**src/rtl/jt12_opmod_pkg.sv**
```systemverilog
// Shared encodings and helpers for the FM operator modulation router.
// Used by jt12_opmod_router; JT12_OPMOD_ACC_EN selects the carrier accumulator.
package jt12_opmod_pkg;

    typedef enum logic [2:0] {
        ALG0 = 3'd0, ALG1 = 3'd1, ALG2 = 3'd2, ALG3 = 3'd3,
        ALG4 = 3'd4, ALG5 = 3'd5, ALG6 = 3'd6, ALG7 = 3'd7
    } alg_e;

    typedef enum logic [1:0] {
        OP0 = 2'd0, OP1 = 2'd1, OP2 = 2'd2, OP3 = 2'd3
    } op_e;

    // Bit n set when operator n is a carrier in the given algorithm.
    function automatic logic [3:0] carrier_mask(input logic [2:0] alg);
        logic [3:0] m;
        case (alg)
            ALG0, ALG1, ALG2, ALG3: m = 4'b1000;
            ALG4:                   m = 4'b1010;
            ALG5, ALG6:             m = 4'b1110;
            default:                m = 4'b1111;
        endcase
        return m;
    endfunction

    // Clamp a signed value to the range of a w-bit two's complement number (w < 64).
    function automatic longint sat_to(input longint v, input int w);
        longint hi;
        longint lo;
        hi = (longint'(1) <<< (w - 1)) - longint'(1);
        lo = -hi - longint'(1);
        if (v > hi)
            return hi;
        else if (v < lo)
            return lo;
        else
            return v;
    endfunction

endpackage

```
**src/rtl/jt12_opmod_if.sv**
```systemverilog
// Request/result/output bundle between the operator sequencer (master) and the router (slave).
interface jt12_opmod_if #(
    parameter int NUM_VOICES = 6,
    parameter int OPW        = 14,
    parameter int PHW        = 10,
    parameter int ACCW       = 16
);
    localparam int VW = $clog2(NUM_VOICES);

    logic                   req_valid;
    logic [VW-1:0]          req_voice;
    logic [1:0]             req_op;
    logic [2:0]             req_alg;
    logic [2:0]             req_fb;
    logic [PHW-1:0]         phase_in;
    logic                   res_valid;
    logic [VW-1:0]          res_voice;
    logic [1:0]             res_op;
    logic signed [OPW-1:0]  res_data;
    logic                   mod_valid;
    logic [PHW-1:0]         phase_out;
    logic                   voice_valid;
    logic signed [ACCW-1:0] voice_out;

    modport master (
        output req_valid, req_voice, req_op, req_alg, req_fb, phase_in,
        output res_valid, res_voice, res_op, res_data,
        input  mod_valid, phase_out, voice_valid, voice_out
    );

    modport slave (
        input  req_valid, req_voice, req_op, req_alg, req_fb, phase_in,
        input  res_valid, res_voice, res_op, res_data,
        output mod_valid, phase_out, voice_valid, voice_out
    );
endinterface

```
**src/rtl/jt12_opmod_mem.sv**
```systemverilog
// Per-voice operator history: one write port, one registered read port (read sees pre-write data).
module jt12_opmod_mem
    import jt12_opmod_pkg::*;
#(
    parameter int NUM_VOICES = 6,
    parameter int OPW        = 14,
    parameter int VW         = $clog2(NUM_VOICES)
) (
    input  logic                  clk,
    input  logic                  rst,
    input  logic                  clk_en,
    input  logic                  wr_en,
    input  logic [VW-1:0]         wr_voice,
    input  logic [1:0]            wr_op,
    input  logic signed [OPW-1:0] wr_data,
    input  logic                  rd_en,
    input  logic [VW-1:0]         rd_voice,
    output logic signed [OPW-1:0] rd_h0a,
    output logic signed [OPW-1:0] rd_h0b,
    output logic signed [OPW-1:0] rd_l1,
    output logic signed [OPW-1:0] rd_l2,
    output logic signed [OPW-1:0] rd_l3
);
    localparam logic [VW:0] NV = (VW + 1)'(NUM_VOICES);

    logic signed [OPW-1:0] h0a [NUM_VOICES];
    logic signed [OPW-1:0] h0b [NUM_VOICES];
    logic signed [OPW-1:0] l1  [NUM_VOICES];
    logic signed [OPW-1:0] l2  [NUM_VOICES];
    logic signed [OPW-1:0] l3  [NUM_VOICES];

    logic wr_in;
    logic rd_in;

    assign wr_in = wr_en && ({1'b0, wr_voice} < NV);
    assign rd_in = {1'b0, rd_voice} < NV;

    always_ff @(posedge clk) begin
        if (rst) begin
            for (int unsigned v = 0; v < NUM_VOICES; v++) begin
                h0a[v] <= '0;
                h0b[v] <= '0;
                l1[v]  <= '0;
                l2[v]  <= '0;
                l3[v]  <= '0;
            end
            rd_h0a <= '0;
            rd_h0b <= '0;
            rd_l1  <= '0;
            rd_l2  <= '0;
            rd_l3  <= '0;
        end else if (clk_en) begin
            if (wr_in) begin
                case (wr_op)
                    OP0: begin
                        h0b[wr_voice] <= h0a[wr_voice];
                        h0a[wr_voice] <= wr_data;
                    end
                    OP1:     l1[wr_voice] <= wr_data;
                    OP2:     l2[wr_voice] <= wr_data;
                    default: l3[wr_voice] <= wr_data;
                endcase
            end
            // Out-of-range voices read as all-zero history, which makes their modulation zero.
            if (rd_en) begin
                rd_h0a <= rd_in ? h0a[rd_voice] : '0;
                rd_h0b <= rd_in ? h0b[rd_voice] : '0;
                rd_l1  <= rd_in ? l1[rd_voice]  : '0;
                rd_l2  <= rd_in ? l2[rd_voice]  : '0;
                rd_l3  <= rd_in ? l3[rd_voice]  : '0;
            end
        end
    end
endmodule

```
**src/rtl/jt12_opmod_router.sv**
```systemverilog
// FM modulation router: per-voice history capture and modulated phase per issued slot.
// Define JT12_OPMOD_ACC_EN to add the per-voice carrier accumulator and voice output.
module jt12_opmod_router
    import jt12_opmod_pkg::*;
#(
    parameter int NUM_VOICES = 6,
    parameter int OPW        = 14,
    parameter int PHW        = 10,
    parameter int MOD_SHR    = 1,
    parameter int ACCW       = 16
) (
    input  logic        clk,
    input  logic        rst,
    input  logic        clk_en,
    jt12_opmod_if.slave bus
);
    localparam int VW = $clog2(NUM_VOICES);
    localparam int MW = OPW + 1;
    localparam int WW = (MW > PHW) ? MW : PHW;

    logic signed [OPW-1:0] rd_h0a, rd_h0b, rd_l1, rd_l2, rd_l3;
    logic                  mv_q;
    logic [1:0]            op_q;
    logic [2:0]            alg_q;
    logic [2:0]            fb_q;
    logic [PHW-1:0]        ph_q;

    jt12_opmod_mem #(
        .NUM_VOICES (NUM_VOICES),
        .OPW        (OPW),
        .VW         (VW)
    ) u_mem (
        .clk      (clk),
        .rst      (rst),
        .clk_en   (clk_en),
        .wr_en    (bus.res_valid),
        .wr_voice (bus.res_voice),
        .wr_op    (bus.res_op),
        .wr_data  (bus.res_data),
        .rd_en    (bus.req_valid),
        .rd_voice (bus.req_voice),
        .rd_h0a   (rd_h0a),
        .rd_h0b   (rd_h0b),
        .rd_l1    (rd_l1),
        .rd_l2    (rd_l2),
        .rd_l3    (rd_l3)
    );

    always_ff @(posedge clk) begin
        if (rst) begin
            mv_q  <= 1'b0;
            op_q  <= '0;
            alg_q <= '0;
            fb_q  <= '0;
            ph_q  <= '0;
        end else begin
            mv_q <= clk_en && bus.req_valid;
            if (clk_en && bus.req_valid) begin
                op_q  <= bus.req_op;
                alg_q <= bus.req_alg;
                fb_q  <= bus.req_fb;
                ph_q  <= bus.phase_in;
            end
        end
    end

    logic signed [MW-1:0] ea, eb, e1, e2;
    logic signed [MW-1:0] m, madj;
    logic signed [WW-1:0] mw;

    assign ea = MW'(rd_h0a);
    assign eb = MW'(rd_h0b);
    assign e1 = MW'(rd_l1);
    assign e2 = MW'(rd_l2);

    always_comb begin
        m = '0;
        case (op_q)
            OP0: if (fb_q != 3'd0) m = (ea + eb) >>> (4'd10 - {1'b0, fb_q});
            OP1: case (alg_q)
                ALG0, ALG3, ALG4, ALG5, ALG6: m = ea;
                default: m = '0;
            endcase
            OP2: case (alg_q)
                ALG0, ALG2: m = e1;
                ALG1:       m = ea + e1;
                ALG5:       m = ea;
                default:    m = '0;
            endcase
            default: case (alg_q)
                ALG0, ALG1, ALG4: m = e2;
                ALG2:             m = ea + e2;
                ALG3:             m = e1 + e2;
                ALG5:             m = ea;
                default:          m = '0;
            endcase
        endcase
        // Feedback already carries its own (10-fb) scaling, so MOD_SHR applies only to op1..op3.
        madj = (op_q == OP0) ? m : (m >>> MOD_SHR);
        mw   = WW'(madj);
    end

    assign bus.mod_valid = mv_q;
    assign bus.phase_out = ph_q + mw[PHW-1:0];

`ifdef JT12_OPMOD_ACC_EN
    localparam logic [VW:0] NV = (VW + 1)'(NUM_VOICES);

    logic signed [ACCW-1:0] acc  [NUM_VOICES];
    logic [2:0]             valg [NUM_VOICES];
    logic                   vv_q;
    logic signed [ACCW-1:0] vo_q;
    logic                   req_in, res_in;
    logic [3:0]             cmask;
    logic signed [ACCW-1:0] acc_sum;

    assign req_in = bus.req_valid && ({1'b0, bus.req_voice} < NV);
    assign res_in = bus.res_valid && ({1'b0, bus.res_voice} < NV);

    always_comb begin
        cmask   = '0;
        acc_sum = '0;
        if (res_in) begin
            cmask   = carrier_mask(valg[bus.res_voice]);
            acc_sum = ACCW'(sat_to(longint'(acc[bus.res_voice])
                          + (cmask[bus.res_op] ? longint'(bus.res_data) : longint'(0)), ACCW));
        end
    end

    always_ff @(posedge clk) begin
        if (rst) begin
            for (int unsigned v = 0; v < NUM_VOICES; v++) begin
                acc[v]  <= '0;
                valg[v] <= '0;
            end
            vv_q <= 1'b0;
            vo_q <= '0;
        end else begin
            vv_q <= 1'b0;
            if (clk_en) begin
                if (req_in && bus.req_op == OP0)
                    valg[bus.req_voice] <= bus.req_alg;
                if (res_in) begin
                    if (bus.res_op == OP3) begin
                        vo_q                <= acc_sum;
                        vv_q                <= 1'b1;
                        acc[bus.res_voice]  <= '0;
                    end else begin
                        acc[bus.res_voice]  <= acc_sum;
                    end
                end
            end
        end
    end

    assign bus.voice_valid = vv_q;
    assign bus.voice_out   = vo_q;
`else
    assign bus.voice_valid = 1'b0;
    assign bus.voice_out   = ACCW'(0);
`endif
endmodule

```
**src/flat_wrapper.sv**
```systemverilog
// flat-port wrapper written by rule: the top's interface ports become plain ports
module jt12_opmod_router_flat import jt12_opmod_pkg::*;
#(
    parameter int NUM_VOICES = 6,
    parameter int OPW        = 14,
    parameter int PHW        = 10,
    parameter int MOD_SHR    = 1,
    parameter int ACCW       = 16
)
  (clk, rst, clk_en, bus_req_valid, bus_req_voice, bus_req_op, bus_req_alg, bus_req_fb, bus_phase_in, bus_res_valid, bus_res_voice, bus_res_op, bus_res_data, bus_mod_valid, bus_phase_out, bus_voice_valid, bus_voice_out);
  jt12_opmod_if #(.NUM_VOICES(NUM_VOICES), .OPW(OPW), .PHW(PHW), .ACCW(ACCW)) bus_i ();
  input  logic clk;
  input  logic rst;
  input  logic clk_en;
  input wire logic [$bits(bus_i.req_valid)-1:0] bus_req_valid;
  input wire logic [$bits(bus_i.req_voice)-1:0] bus_req_voice;
  input wire logic [$bits(bus_i.req_op)-1:0] bus_req_op;
  input wire logic [$bits(bus_i.req_alg)-1:0] bus_req_alg;
  input wire logic [$bits(bus_i.req_fb)-1:0] bus_req_fb;
  input wire logic [$bits(bus_i.phase_in)-1:0] bus_phase_in;
  input wire logic [$bits(bus_i.res_valid)-1:0] bus_res_valid;
  input wire logic [$bits(bus_i.res_voice)-1:0] bus_res_voice;
  input wire logic [$bits(bus_i.res_op)-1:0] bus_res_op;
  input wire logic [$bits(bus_i.res_data)-1:0] bus_res_data;
  output wire logic [$bits(bus_i.mod_valid)-1:0] bus_mod_valid;
  output wire logic [$bits(bus_i.phase_out)-1:0] bus_phase_out;
  output wire logic [$bits(bus_i.voice_valid)-1:0] bus_voice_valid;
  output wire logic [$bits(bus_i.voice_out)-1:0] bus_voice_out;
  assign bus_i.req_valid = bus_req_valid;
  assign bus_i.req_voice = bus_req_voice;
  assign bus_i.req_op = bus_req_op;
  assign bus_i.req_alg = bus_req_alg;
  assign bus_i.req_fb = bus_req_fb;
  assign bus_i.phase_in = bus_phase_in;
  assign bus_i.res_valid = bus_res_valid;
  assign bus_i.res_voice = bus_res_voice;
  assign bus_i.res_op = bus_res_op;
  assign bus_i.res_data = bus_res_data;
  assign bus_mod_valid = bus_i.mod_valid;
  assign bus_phase_out = bus_i.phase_out;
  assign bus_voice_valid = bus_i.voice_valid;
  assign bus_voice_out = bus_i.voice_out;
  jt12_opmod_router #(.NUM_VOICES(NUM_VOICES), .OPW(OPW), .PHW(PHW), .MOD_SHR(MOD_SHR), .ACCW(ACCW)) u_core (.clk(clk), .rst(rst), .clk_en(clk_en), .bus(bus_i));
endmodule
```
**config.mk**
```make
export PLATFORM = sky130hd
export DESIGN_NAME = jt12_opmod_router_flat
export DESIGN_NICKNAME = d
export VERILOG_FILES = /design/src/rtl/jt12_opmod_pkg.sv /design/src/rtl/jt12_opmod_if.sv /design/src/rtl/jt12_opmod_mem.sv /design/src/rtl/jt12_opmod_router.sv /design/src/flat_wrapper.sv
export SDC_FILE = /design/constraint.sdc
export NUM_CORES = 1
export LEC_CHECK = 0
export BUFFER_PORTS_ARGS = -buffer_cell sky130_fd_sc_hd__buf_4
export CELL_PAD_IN_SITES_DETAIL_PLACEMENT = 1
export CELL_PAD_IN_SITES_GLOBAL_PLACEMENT = 1
export CORE_ASPECT_RATIO = 1.1
export CORE_MARGIN = 8
export CORE_UTILIZATION = 40
export DETAILED_ROUTE_END_ITERATION = 10
export PLACE_DENSITY = 0.75
export SYNTH_ARGS = -nofsm -noshare
export SYNTH_HDL_FRONTEND = slang
export SYNTH_HIERARCHICAL = 1
export SYNTH_SLANG_ARGS = --single-unit
```
**constraint.sdc**
```tcl
create_clock -name clk -period 18.1 [get_ports clk]
set_input_delay 3.62 -clock clk [delete_from_list [all_inputs] [get_ports clk]]
set_output_delay 3.62 -clock clk [all_outputs]
set_load 0.005 [all_outputs]
```
## After elaboration in Yosys (flattened, before gate mapping)

Memory sizes are Yosys's and may differ from the RTL's.
Cells that the tools add are included.

| storage, ports and cells | value |
|---|---|
| register bits after elaboration | 69 |
| bits in latches | 0 |
| bits in writable memories | 336 |
| bits in read-only memories | 0 |
| input bits | 45 |
| output and inout bits | 28 |
| logic and storage cells | 85 |
| memories kept | 4 |

Memory list:

| name | words | width | read ports | clocked after memory_dff | wr ports | line | text |
|---|---|---|---|---|---|---|---|
| u_core.u_mem.h0a | 6 | 14 | 2 | 0 | 6 | jt12_opmod_mem.sv:26 | `logic signed [OPW-1:0] h0a [NUM_VOICES];` |
| u_core.u_mem.h0b | 6 | 14 | 1 | 0 | 6 | jt12_opmod_mem.sv:27 | `logic signed [OPW-1:0] h0b [NUM_VOICES];` |
| u_core.u_mem.l1 | 6 | 14 | 1 | 0 | 6 | jt12_opmod_mem.sv:28 | `logic signed [OPW-1:0] l1 [NUM_VOICES];` |
| u_core.u_mem.l2 | 6 | 14 | 1 | 0 | 6 | jt12_opmod_mem.sv:29 | `logic signed [OPW-1:0] l2 [NUM_VOICES];` |

| operators by class | value |
|---|---|
| add/sub/neg operators | 6 |
| $mul | 0 |
| divide/modulo/power cells | 0 |
| order comparisons | 2 |
| equality and inequality tests | 10 |
| shifts and indexed selects | 1 |
| muxes and demuxes | 39 |
| bitwise operators | 0 |
| reductions and logical operators | 14 |

Operator list:

| cell | number |
|---|---|
| 14-bit two-way mux | 6 |
| 11-bit one-hot mux with 3 select lines | 2 |
| 14-bit OR reduction | 4 |
| 11-bit two-way mux | 4 |
| 11-bit one-hot mux with 4 select lines | 1 |
| 11-bit adder | 3 |
| 1-bit two-way mux | 21 |
| 14-bit by 14-bit adder with 15-bit output | 1 |
| 15-bit by 4-bit >>> shifter with 11-bit output | 1 |
| 3-bit two-way mux | 4 |
| 10-bit adder | 1 |
| 10-bit two-way mux | 1 |
| 3-bit == test (second input constant) | 3 |
| 3-bit by 2-bit == test with 1-bit output (second input constant) | 2 |
| 3-bit less-than comparator (second input constant) | 2 |
| 5-bit OR reduction | 1 |
| 2-bit by 1-bit == test with 1-bit output (second input constant) | 2 |
| 2-bit == test (second input constant) | 2 |
| 2-bit zero test | 2 |
| 4-bit by 3-bit subtractor with 4-bit output (first input constant) | 1 |
| 3-bit by 1-bit == test with 1-bit output (second input constant) | 1 |
| 3-bit zero test | 1 |
| 3-bit nonzero test | 1 |
| 3-bit OR reduction | 1 |
| other kinds (3) | 4 |

## Logic depth before layout (Yosys ltp)

| logic depth | value |
|---|---|
| word-level depth | 8 |
| mapped depth | 24 |
| gate-level depth less buffers | 23 |

## Hierarchy

Netlist, hierarchy kept.

By module, submodules not included:

| module | times used | cells each | area each (um^2) |
|---|---|---|---|
| jt12_opmod_mem | 1 | 1778 | 23065.9 |
| jt12_opmod_router | 1 | 601 | 4306.6 |

## Least setup slack after synthesis

OpenSTA, ideal clock, no wires.

| timing path | value |
|---|---|
| kind | register to output |
| start point | register u_core.u_mem.rd_h0a[1] |
| end point | output bus_phase_out[9] |
| arrival time | 4767 ps |
| required time | 14480 ps |
| path slack | 9713 ps |
| cell stages (with the launch flop) | 21 |
| buffers on the path | 0 |
| cell sequence | dfxtp_1 > inv_1 > fa_1 > nand2b_1 > a21o_1 > a211o_1 > a211oi_4 > o22ai_2 > a2111oi_4 > nor3_1 > o311ai_2 > ha_1 > a21o_1 > a21oi_1 > nor2b_1 > o21a_1 > or4_1 > a31o_2 > a21oi_1 > xor2_1 > xnor2_1 |

| between the ends | value |
|---|---|
| longest elaborated chain between the ends | 6 |
| elaborated cells between the ends (all ways) | 11 |
| those cells by class | 4 x add/sub; 1 x shift; 6 x mux |

Ends and longest elaborated chain:

| what | line | text |
|---|---|---|
| start: declaration | jt12_opmod_mem.sv:18 | `output logic signed [OPW-1:0] rd_h0a,` |
| start signal: assignment | jt12_opmod_mem.sv:66 | `rd_h0a <= rd_in ? h0a[rd_voice] : '0;` |
| 14-bit by 14-bit adder with 15-bit output | jt12_opmod_router.sv:79 | `OP0: if (fb_q != 3'd0) m = (ea + eb) >>> (4'd10 - {1'b0, fb_q});` |
| 15-bit by 4-bit >>> shifter with 11-bit output | jt12_opmod_router.sv:79 |  |
| 11-bit two-way mux | jt12_opmod_router.sv:79 |  |
| 11-bit one-hot mux with 3 select lines (*) | jt12_opmod_router.sv:78 | `case (op_q)` |
| 10-bit two-way mux (*) | jt12_opmod_router.sv:99 | `madj = (op_q == OP0) ? m : (m >>> MOD_SHR);` |
| 10-bit adder (*) | jt12_opmod_router.sv:104 | `assign bus.phase_out = ph_q + mw[PHW-1:0];` |
| end: declaration | flat_wrapper.sv:26 | `output wire logic [$bits(bus_i.phase_out)-1:0] bus_phase_out;` |

Every way passes the cells marked *; elsewhere a longest branch is shown, timed or not.

## Worst setup path after layout

| timing path | value |
|---|---|
| start point | register u_core.fb_q[0] |
| end point | output bus_phase_out[9] |

| between the ends | value |
|---|---|
| longest elaborated chain between the ends | 6 |
| elaborated cells between the ends (all ways) | 7 |
| those cells by class | 2 x add/sub; 1 x shift; 3 x mux; 1 x reduce/logical |

Ends and longest elaborated chain:

| what | line | text |
|---|---|---|
| start: declaration | jt12_opmod_router.sv:25 | `logic [2:0] fb_q;` |
| start signal: assignment | jt12_opmod_router.sv:61 | `fb_q <= bus.req_fb;` |
| 4-bit by 3-bit subtractor with 4-bit output | jt12_opmod_router.sv:79 |  |
| 15-bit by 4-bit >>> shifter with 11-bit output | jt12_opmod_router.sv:79 |  |
| 11-bit two-way mux (*) | jt12_opmod_router.sv:79 |  |
| 11-bit one-hot mux with 3 select lines (*) | jt12_opmod_router.sv:78 |  |
| 10-bit two-way mux (*) | jt12_opmod_router.sv:99 |  |
| 10-bit adder (*) | jt12_opmod_router.sv:104 |  |

Marked as above.

==> flow_summary.json <==
{
  "outcome": "complete, no violations",
  "crit_required_ns": 14.48,
  "cellPowerDensity_nw_per_um2": 92.4,
  "p_leak_nw": 8.31,
  "clockBufferDepth": 3,
  "crit_slowest_cell": "ha_1",
  "path_delay_family": "compound AO/OA/AOI/OAI gates",
  "clk_latency_ns": 0.58,
  "grt_pass1_vias": 16700,
  "dieArea_um2": 61600,
  "worstPathArrival_ns": 6.63,
  "dr.pass1.iters": 5,
  "vdd_ir_drop_max_mv": 0.0617,
  "syn_inst": 1957,
  "grt_setup_unrepaired": "false",
  "period_share_pct": 56.6,
  "cts_tree": "yes",
  "path_cells": "inv_1 -> ha_1 -> clkinv_1 -> nand2_1 -> o22ai_2 -> a2111oi_4 -> nor3_1 -> o311ai_2 -> ha_1 -> a21o_1 -> a21oi_1 -> nor2b_1 -> o21a_1 -> or4_1 -> a31o_2 -> a21oi_1 -> xor2_1 -> xnor2_1 -> buf_4",
  "cts_setup_buffers": 0,
  "antennaDiodeCount": 0,
  "drc": 0,
  "area_delta_synth_final_pct": 9.58,
  "hold_buffers": 0,
  "cap_violations": 0,
  "drtAntennaViolNets": 0,
  "syn_avg_cell_area_um2": 11.0,
  "cts_root_buf": "clkbuf_16",
  "hold-worst-slack_ns": 0.467,
  "nets": 2021,
  "cts.clk_slew.worst_paths_ns": 0.06,
  "cts_resized": 0,
  "crit_fanout": 24,
  "die_w_um": 237,
  "tightest_slew_ns": 1.26,
  "start_kind": "register",
  "ios": 73,
  "drt_iter0_markers": 1201,
  "setup_viol": 0,
  "grt_max_degree": 77,
  "grt_usage_pct": 21.2,
  "fin_crit_ns": 10.25,
  "htree_levels": 2,
  "postRouteWirelength_um": 66400,
  "synth_area_um2": 21600,
  "skew_ns": 0.0180,
  "post-dp-hpwl_um": 44400,
  "max_clock_freq_ghz": 0.0976,
  "rows": 89,
  "die_h_um": 260,
  "critPathKind": "reg -> out",
  "vias": 15800,
  "ys_warn_count": 6,
  "finalPower_mw": 2.19,
  "worstSetupEndpointType": "primary output",
  "drive_gt1_share_pct": 13.9,
  "nFillCells": 5750,
  "crit_buf_inv": 3,
  "routedWlPerCell_um": 25.1,
  "core_um2": 53500,
  "gp_congestion": 0.835,
  "io_buffers": 55,
  "hold_violations": 0,
  "cts_made_buffers": 43,
  "drv_slew": 0,
  "clkSinkCount": 397,
  "grt_pass1_wl_um": 101000,
  "setup-tns-final_ns": 0,
  "via_per_inst": 5.96,
  "hold_path_class": "reg -> reg",
  "relSlewSlack_pct": 15.6,
  "start_util_pct": 40.4,
  "overflow": 0,
  "max_stage_delay_ns": 0.90,
  "grt_antenna_before_repair": 0,
  "post-route-util_pct": 44.2
}
-- power breakdown --
part | leakage, nW | switching (mW) | internal (mW) | total, mW
combinational | 3.89 | 0.177 | 0.106 | 0.283
clock | 0.636 | 0.370 | 0.470 | 0.840
sequential | 3.79 | 0.0313 | 1.03 | 1.06
-- path summary, 6_finish.rpt --
path                                         from                                    to  slack [ns]  cells past startpoint
max                   u_core/fb_q[0]$_SDFFE_PP0P_                      bus_phase_out[9]        7.85                     19
min                   u_core/ph_q[7]$_SDFFE_PP0P_           u_core/ph_q[7]$_SDFFE_PP0P_        0.47                      2
max reg2reg  u_core/u_mem/h0a[2][2]$_SDFFCE_PN0P_  u_core/u_mem/h0b[3][2]$_SDFFCE_PN0P_       16.19                      3
min reg2reg           u_core/ph_q[7]$_SDFFE_PP0P_           u_core/ph_q[7]$_SDFFE_PP0P_        0.47                      2
-- per-stage QoR --
step | setup slack (ns) | std cells | area (um2)
after floorplan | 9.71 | 2000 | 21700
after global placement | 8.51 | 2564 | 22300
after detailed placement | 8.47 | 2564 | 22300
after CTS | 7.82 | 2644 | 23600
after global routing | 7.38 | 2644 | 23600
final | 7.85 | 2644 | 23600
-- sequential cells by signal (all words and copies together), names as in the netlist --
name / flops
u_core/ph_q: 10
u_core/op_q: 2
u_core/fb_q: 3
u_core/u_mem/rd_h0b: 14
u_core/u_mem/rd_h0a: 14
u_core/u_mem/l2: 66
u_core/alg_q: 3
u_core/u_mem/h0a: 112
u_core/bus.mod_valid: 1
u_core/u_mem/rd_l2: 11
u_core/u_mem/h0b: 84
u_core/u_mem/l1: 66
u_core/u_mem/rd_l1: 11
-- area by class of cell --
| cell class | instances | area, um2 | share of cell area [%] |
|---|---|---|---|
| well taps | 682 | 853 | 3.61 |
| clock inverters | 15 | 139 | 0.588 |
| repair buffers | 90 | 676 | 2.86 |
| clock buffers | 65 | 1180 | 4.99 |
| flip-flops and latches | 397 | 11200 | 47.5 |
| inverters | 34 | 128 | 0.540 |
| multi-input cells | 1361 | 9430 | 39.9 |
-- layer usage --
layer	track usage [%]	share of wire, %	up-vias
met5	0	0	-
met4	8.88	4.0	0
met3	3.46	5.6	150
met2	36.3	49	519
met1	26.5	41	7997
li1	-	-	7094
-- worst register-to-register path: cells and delay by family, from the launching register on --
kind / cells / cell delay, ns
muxes: 2 / 1.12
DFF: 1 / 0.38
and+or+nand+nor: 1 / 0.13
-- cells in the final DEF (no fill, tap or decap), types with 11 or more instances in the layout --
| master | count |
|---|---|
| buf_4 | 90 |
| nor2_1 | 252 |
| nor2b_1 | 25 |
| mux2i_1 | 121 |
| o21ai_0 | 29 |
| nor3_1 | 155 |
| clkbuf_16 | 43 |
| a21oi_1 | 67 |
| xnor2_1 | 24 |
| conb_1 | 45 |
| mux2_2 | 58 |
| inv_1 | 32 |
| a21o_1 | 12 |
| ha_1 | 45 |
| o22a_1 | 50 |
| nand2_1 | 178 |
| a311oi_1 | 52 |
| a211oi_1 | 12 |
| dfxtp_1 | 69 |
| edfxtp_1 | 328 |
| o21bai_1 | 11 |
| clkbuf_1 | 20 |
| mux4_2 | 21 |
| nand2b_1 | 23 |
(Power assumes the default switching activity.)
